`config.mk`:
```
export PLATFORM = sky130hd
export DESIGN_NAME = imem_boot_loader
export DESIGN_NICKNAME = d
export VERILOG_FILES = /design/src/rtl/imem_boot_loader.sv
export SDC_FILE = /design/constraint.sdc
export NUM_CORES = 1
export LEC_CHECK = 0
export BUFFER_PORTS_ARGS = -buffer_cell sky130_fd_sc_hd__buf_2
export CAP_MARGIN = 10
export CORE_ASPECT_RATIO = 0.6
export CORE_MARGIN = 2
export CORE_UTILIZATION = 52
export DETAILED_ROUTE_END_ITERATION = 10
export PLACE_DENSITY = 0.74
export SLEW_MARGIN = 20
export SYNTH_ARGS = -nofsm -noshare
export SYNTH_HDL_FRONTEND = slang
export SYNTH_SLANG_ARGS = --single-unit
```
`constraint.sdc`:
```
create_clock -name clk -period 4.8 [get_ports clk]
set_input_delay 0.96 -clock clk [delete_from_list [all_inputs] [get_ports clk]]
set_output_delay 0.96 -clock clk [all_outputs]
set_load 0.01 [all_outputs]
```
`src/rtl/imem_boot_loader.sv`:
```
// rtl/imem_boot_loader.sv - framed byte-stream loader that packs words into the
// instruction memory and releases the core once the image checksum matches.
module imem_boot_loader #(
  parameter int                    ADDR_WIDTH = 32,
  parameter logic [ADDR_WIDTH-1:0] BASE_ADDR  = '0,
  parameter int                    MAX_WORDS  = 256,
  parameter logic [7:0]            SYNC_BYTE  = 8'hA5
) (
  input  logic                  clk,
  input  logic                  reset,
  input  logic                  in_valid,
  input  logic [7:0]            in_data,
  output logic                  in_ready,
  output logic                  imem_we,
  output logic [ADDR_WIDTH-1:0] imem_addr,
  output logic [31:0]           imem_wdata,
  output logic                  core_reset,
  output logic                  load_done,
  output logic                  load_err,
  output logic [15:0]           words_loaded
);

  typedef enum logic [2:0] {
    IDLE, LEN0, LEN1, DATA, CHK, DONE, ERR
  } state_t;

  localparam logic [16:0] MAX_W = 17'(MAX_WORDS);

  state_t      state, state_nx;
  logic [7:0]  len_lo;
  logic [15:0] len;
  logic [1:0]  byte_idx;
  logic [23:0] asm_q;
  logic [7:0]  chk;
  logic        take;
  logic [15:0] n_hdr;

  assign take  = in_valid & in_ready;
  assign n_hdr = {in_data, len_lo};

  always_ff @(posedge clk or posedge reset) begin
    if (reset) state <= IDLE;
    else       state <= state_nx;
  end

  always_comb begin
    state_nx   = state;
    in_ready   = 1'b1;
    load_done  = 1'b0;
    load_err   = 1'b0;
    core_reset = 1'b1;
    case (state)
      IDLE: if (take && in_data == SYNC_BYTE) state_nx = LEN0;
      LEN0: if (take) state_nx = LEN1;
      LEN1: if (take) state_nx = (n_hdr == 16'd0 || {1'b0, n_hdr} > MAX_W) ? ERR : DATA;
      DATA: if (take && byte_idx == 2'd3 && words_loaded == len - 16'd1) state_nx = CHK;
      CHK:  if (take) state_nx = (in_data == chk) ? DONE : ERR;
      DONE: begin
        in_ready   = 1'b0;
        load_done  = 1'b1;
        core_reset = 1'b0;
      end
      ERR: begin
        in_ready = 1'b0;
        load_err = 1'b1;
      end
      default: state_nx = IDLE;
    endcase
  end

  // words_loaded doubles as the index of the word currently being assembled.
  always_ff @(posedge clk or posedge reset) begin
    if (reset) begin
      len_lo       <= '0;
      len          <= '0;
      byte_idx     <= '0;
      asm_q        <= '0;
      chk          <= '0;
      imem_we      <= 1'b0;
      imem_addr    <= '0;
      imem_wdata   <= '0;
      words_loaded <= '0;
    end else begin
      imem_we <= 1'b0;
      if (take) begin
        case (state)
          LEN0: len_lo <= in_data;
          LEN1: begin
            len          <= n_hdr;
            byte_idx     <= '0;
            chk          <= '0;
            words_loaded <= '0;
          end
          DATA: begin
            chk      <= chk ^ in_data;
            byte_idx <= byte_idx + 2'd1;
            case (byte_idx)
              2'd0: asm_q[7:0]   <= in_data;
              2'd1: asm_q[15:8]  <= in_data;
              2'd2: asm_q[23:16] <= in_data;
              default: begin
                imem_we      <= 1'b1;
                imem_addr    <= BASE_ADDR + ADDR_WIDTH'({words_loaded, 2'b00});
                imem_wdata   <= {in_data, asm_q};
                words_loaded <= words_loaded + 16'd1;
              end
            endcase
          end
          default: ;
        endcase
      end
    end
  end

endmodule

```
# After elaboration in Yosys (flattened, before gate mapping)
# Index checks and enable logic that the tools add are counted.
# word_totals
reg_bits	126
inputBits	11
output_inout_bits	85
elab_cells	76
# classes
add_sub_neg	3
magnitude_cmp	1
n_eq_ne	18
muxes	19
bitwise	4
reduce_logical	19
# op_table
operator	n
16-bit one-hot mux with 2 select lines	1
3-bit 2-to-1 mux	6
3-bit one-hot mux with 6 select lines	1
16-bit by 1-bit adder with 16-bit output, second input constant	1
16-bit equality test	1
16-bit by 9-bit > comparator with 1-bit output, second input constant	1
16-bit zero test	1
16-bit 2-to-1 mux	1
8-bit one-hot mux with 2 select lines	1
16-bit by 1-bit subtractor with 16-bit output, second input constant	1
3-bit AND reduction	5
2-bit != test, second input constant	6
3-bit equality test, second input constant	3
8-bit equality test	1
8-bit equality test, second input constant	1
8-bit XOR	1
1-bit 2-to-1 mux	7
3-bit by 2-bit equality test with 1-bit output, second input constant	2
2-bit AND reduction	3
6-bit AND reduction	1
2-bit equality test, second input constant	2
2-bit one-hot mux with 2 select lines	1
3-bit by 1-bit equality test with 1-bit output, second input constant	1
1-bit logical AND	3
11 further kinds	12

# Logic depth before layout (Yosys ltp)
# depth
ltp_word	8
ltp_mapped	8
depth_no_buf	8

# Worst setup path after synthesis
# No wires, ideal clock.
# synth_timing
path_kind	input to register
start	input port in_data[6]
end	register state[0]
setup_time_ns	0.095
t_arrival_ns	2.701
t_required_ns	4.705
slack_ns	2.004
stages	6
path_buffers	0
cell_sequence	or4_1 > or4_1 > or3b_2 > a2bb2oi_1 > o21a_1 > o31ai_1
# synth_between
elab_chain_len	5
word_cells_on_any_way	13
classes_between	order compare: 1; eq/ne: 3; mux: 5; reduce/logical: 4
# synth_rtl
item	line	text
start: declaration	12	input logic [7:0] in_data,
16-bit by 9-bit > comparator with 1-bit output / 16-bit zero test (equally long branches)	55	LEN1: if (take) state_nx = (n_hdr == 16'd0 || {1'b0, n_hdr} > MAX_W) ? ERR : DATA;
1-bit logical OR	55	
3-bit 2-to-1 mux (2 in a row)	55	
3-bit one-hot mux with 6 select lines	52	case (state)
end signal: assignment	43	else state <= state_nx;
end: declaration	29	state_t state, state_nx;
# Parallel ways exist; a longest one is shown, timed or not. The select of a mux whose other input is x is not followed.
# A chain may end at the register's enable or synchronous reset.

# Worst setup path after layout
# layout_timing
start	register len[0]
end	register state[0]
# layout_between
elab_chain_len	5
# layout_rtl
item	line	text
start: declaration	31	logic [15:0] len;
start signal: assignment	89	len <= n_hdr;
16-bit by 1-bit subtractor with 16-bit output	56	DATA: if (take && byte_idx == 2'd3 && words_loaded == len - 16'd1) state_nx = CHK;
16-bit equality test	56	
1-bit logical AND	56	
2-bit != test (no line)	n/a	
6-bit AND reduction (no line)	n/a	
# Every way passes these cells.

==> impl_metrics.env <==
export IMPL_cts_tree="built"
export IMPL_cp_top_family="simple AND/OR/NAND/NOR gates"
export IMPL_hold_buffers=0
export IMPL_placed_cells=738
export IMPL_dpl_hpwl_um=9820
export IMPL_htreeDepth=4
export IMPL_required_ps=5120
export IMPL_min_period_ps=3080
export IMPL_avgSynthCellArea_um2=11.5
export IMPL_synth_edf_count=0
export IMPL_yosysTopAreaCellShare_pct=52.5
export IMPL_synthCells=523
export IMPL_fin_cells=770
export IMPL_grt_remaining_overflow=0
export IMPL_netlist_area_mm2=0.00601
export IMPL_num_vias=4385
export IMPL_rows=30
export IMPL_initial_core_util_pct=53.2
export IMPL_fin_worst_skew_ps=8.30
export IMPL_wirelength_um=14200
export IMPL_status="finished clean"
export IMPL_maxSlewHeadroom_pct=32.9
export IMPL_report_final_slew_viol_count=0
export IMPL_grt_pass1_vias=4241
export IMPL_cts_buffer_depth=2
export IMPL_portBuffers=79
export IMPL_synth_most_common_cell="dfrtp_1"
export IMPL_post_cts_setup_buffers=0
export IMPL_hold_viol=0
export IMPL_postRouteAntennaNets=0
export IMPL_clk_latency_ps=420
export IMPL_dieArea_mm2=0.0125
export IMPL_drc=0
export IMPL_p_per_area_mw_per_mm2=520
export IMPL_path_clk_slew_ps=60
export IMPL_utilization_pct=62.8
export IMPL_die_width_um=143
export IMPL_cap_viol_max_count=0
export IMPL_p_leak_nw=3.50
export IMPL_ys_ff_latch=126
export IMPL_setup_violations=0
export IMPL_worst_slew_pin_slew_ps=998
export IMPL_synthTopCellsByCount="dfrtp_1, mux2_2, o21ai_0"
export IMPL_tns_ps=0
export IMPL_num_antenna_cells=0
export IMPL_ctsResizeCount=0
export IMPL_clock_sinks=126
export IMPL_critPathCaptureType="register"
export IMPL_critical_path_max_stage_delay_ps=600
export IMPL_critPathArrivalTime_ps=3390
export IMPL_drive_gt1_share_pct=34.3
export IMPL_crit_path_start_kind="register"
export IMPL_antenna_found_initial=1
export IMPL_root_buffer="clkbuf_16"
export IMPL_nets=614
export IMPL_ios=96
export IMPL_wl_per_cell_um=18.5
export IMPL_yosysTopAreaCell="dfrtp_1"
export IMPL_vias_per_cell=5.69
export IMPL_worstPathMaxFanout=6
export IMPL_path_buf_inv=1
export IMPL_cts_inserted_buffers=17
export IMPL_fin_hold_ws_ps=489
export IMPL_rsz0062_at_grt="false"
export IMPL_synth_cell_types=54
export IMPL_chipHeight_um=87.3
export IMPL_track_usage_pct=24.2
export IMPL_yosys_warnings=0
export IMPL_crit_type="register to register"
export IMPL_dr_first_iter_drc_count=353
export IMPL_place_gp_congestion=0.998
export IMPL_slowest_stage="nor4_1"
export IMPL_async_flop_share_pct=100
export IMPL_yosysSeqAreaShare_pct=52.5
export IMPL_areaGrowthSynthToFinish_pct=18.0
export IMPL_synth_main_ff_cell="dfrtp_1"
export IMPL_grt_pass1_wl_um=22600
export IMPL_min_path_type="register to register"
export IMPL_finalCritPeriodShare_pct=64.1
export IMPL_grt_max_degree=63
export IMPL_drtPass1Iterations=5
export IMPL_core_mm2=0.0113
export IMPL_max_freq_mhz=325
export IMPL_irDropWorstVdd_uv=314
export IMPL_netlist_top_cells_area="dfrtp_1, mux2_2, o21ai_0, xnor2_1, buf_4"
export IMPL_path_cells="inv_1, ha_1, or4b_4, nor4_1, mux2_2, a31oi_1, nor4b_2, o31ai_1"
==> final timing paths <==
kind / startpoint / to / depth (start not counted) / slack, ps
worst min-delay path: imem_addr[14] / imem_addr[14] / 2 / 490
worst max-delay path: len[0] / state[0] / 8 / 1720
min in group asynchronous: reset / imem_wdata[1] / 2 / 680
max in group asynchronous: reset / len[15] / 3 / 3170
worst min register to register: imem_addr[14] / imem_addr[14] / 2 / 490
worst max register to register: len[0] / state[0] / 8 / 1720
==> cell type report <==
class,instances,area (um2)
fill,933,4210
clock inverter,10,164
tap,160,200
clock buffer,22,444
timing repair buffer,83,425
inverter,18,70.1
sequential,126,3150
multi-input combinational,351,2640
==> power breakdown <==
part / switching (mW) / internal (mW)
Combinational: 0.439 / 0.392
Clock: 0.466 / 0.869
Sequential: 0.252 / 1.27
==> kinds of logic (layout without fill, tap and decap cells) <==
family | count (synthesis) | count (layout) | synth area share, %
other | 1 | 16 | 0.0624
AOI/OAI and AO/OA | 78 | 78 | 8.10
xor gates and xnor gates | 24 | 24 | 3.50
DFF | 126 | 126 | 52.5
and+or+nand+nor | 134 | 134 | 12.5
buffers and inverters | 61 | 133 | 4.83
muxes | 93 | 93 | 17.3
adders and majority gates | 6 | 6 | 1.25
==> tightest hold or removal path: cells and delay by family, from the launching register on <==
family | cells | cell delay, ps
flip-flops | 1 | 340
AO/OA/AOI/OAI | 1 | 60
AND/OR/NAND/NOR | 1 | 50
==> per-stage QoR <==
step	setup slack (ps)	cell area (um2)	power, mW
6_report	1720	7090	3.69
5_1_grt	1570	7090	3.88
4_1_cts	1760	7090	3.69
3_5_place_dp	1520	6480	2.35
3_3_place_gp	1550	6480	2.32
2_1_floorplan	484	6070	2.08
==> registers in the layout, summed over array words and instances (netlist names) <==
register and cells:
asm_q 24, byte_idx 2, chk 8, imem_addr 16
imem_wdata 32, imem_we 1, len 16, len_lo 8
state 3, words_loaded 16
==> layout by cell type, fill, tap and decap left out, types with 3 or more instances in the layout <==
cell and n:
clkinv_4 3, nor3b_1 3, a22o_1 9, or3_1 10, conb_1 16, o21ai_0 34, bufinv_16 4, xnor2_1 19
nand3_1 16, ha_1 6, clkbuf_1 5, nand4_1 7, a21oi_1 14, buf_2 79, nor3_1 9, and3_1 4
nand2b_1 18, buf_4 4, nor2_1 22, xor2_1 5, clkbuf_16 17, inv_1 17, mux2i_1 5, dfrtp_1 126
a31oi_1 4, mux2_2 88, or4_1 6, nand2_1 21
==> layer usage <==
metal	vias up	GRT usage, %	wire, um
met5	-	0	0
met4	0	7.20	144
met3	15	9.24	1240
met2	147	34.5	5920
met1	2237	34.5	6920
li1	1986	-	-
No activity file was read; power rests on OpenSTA's default activity.
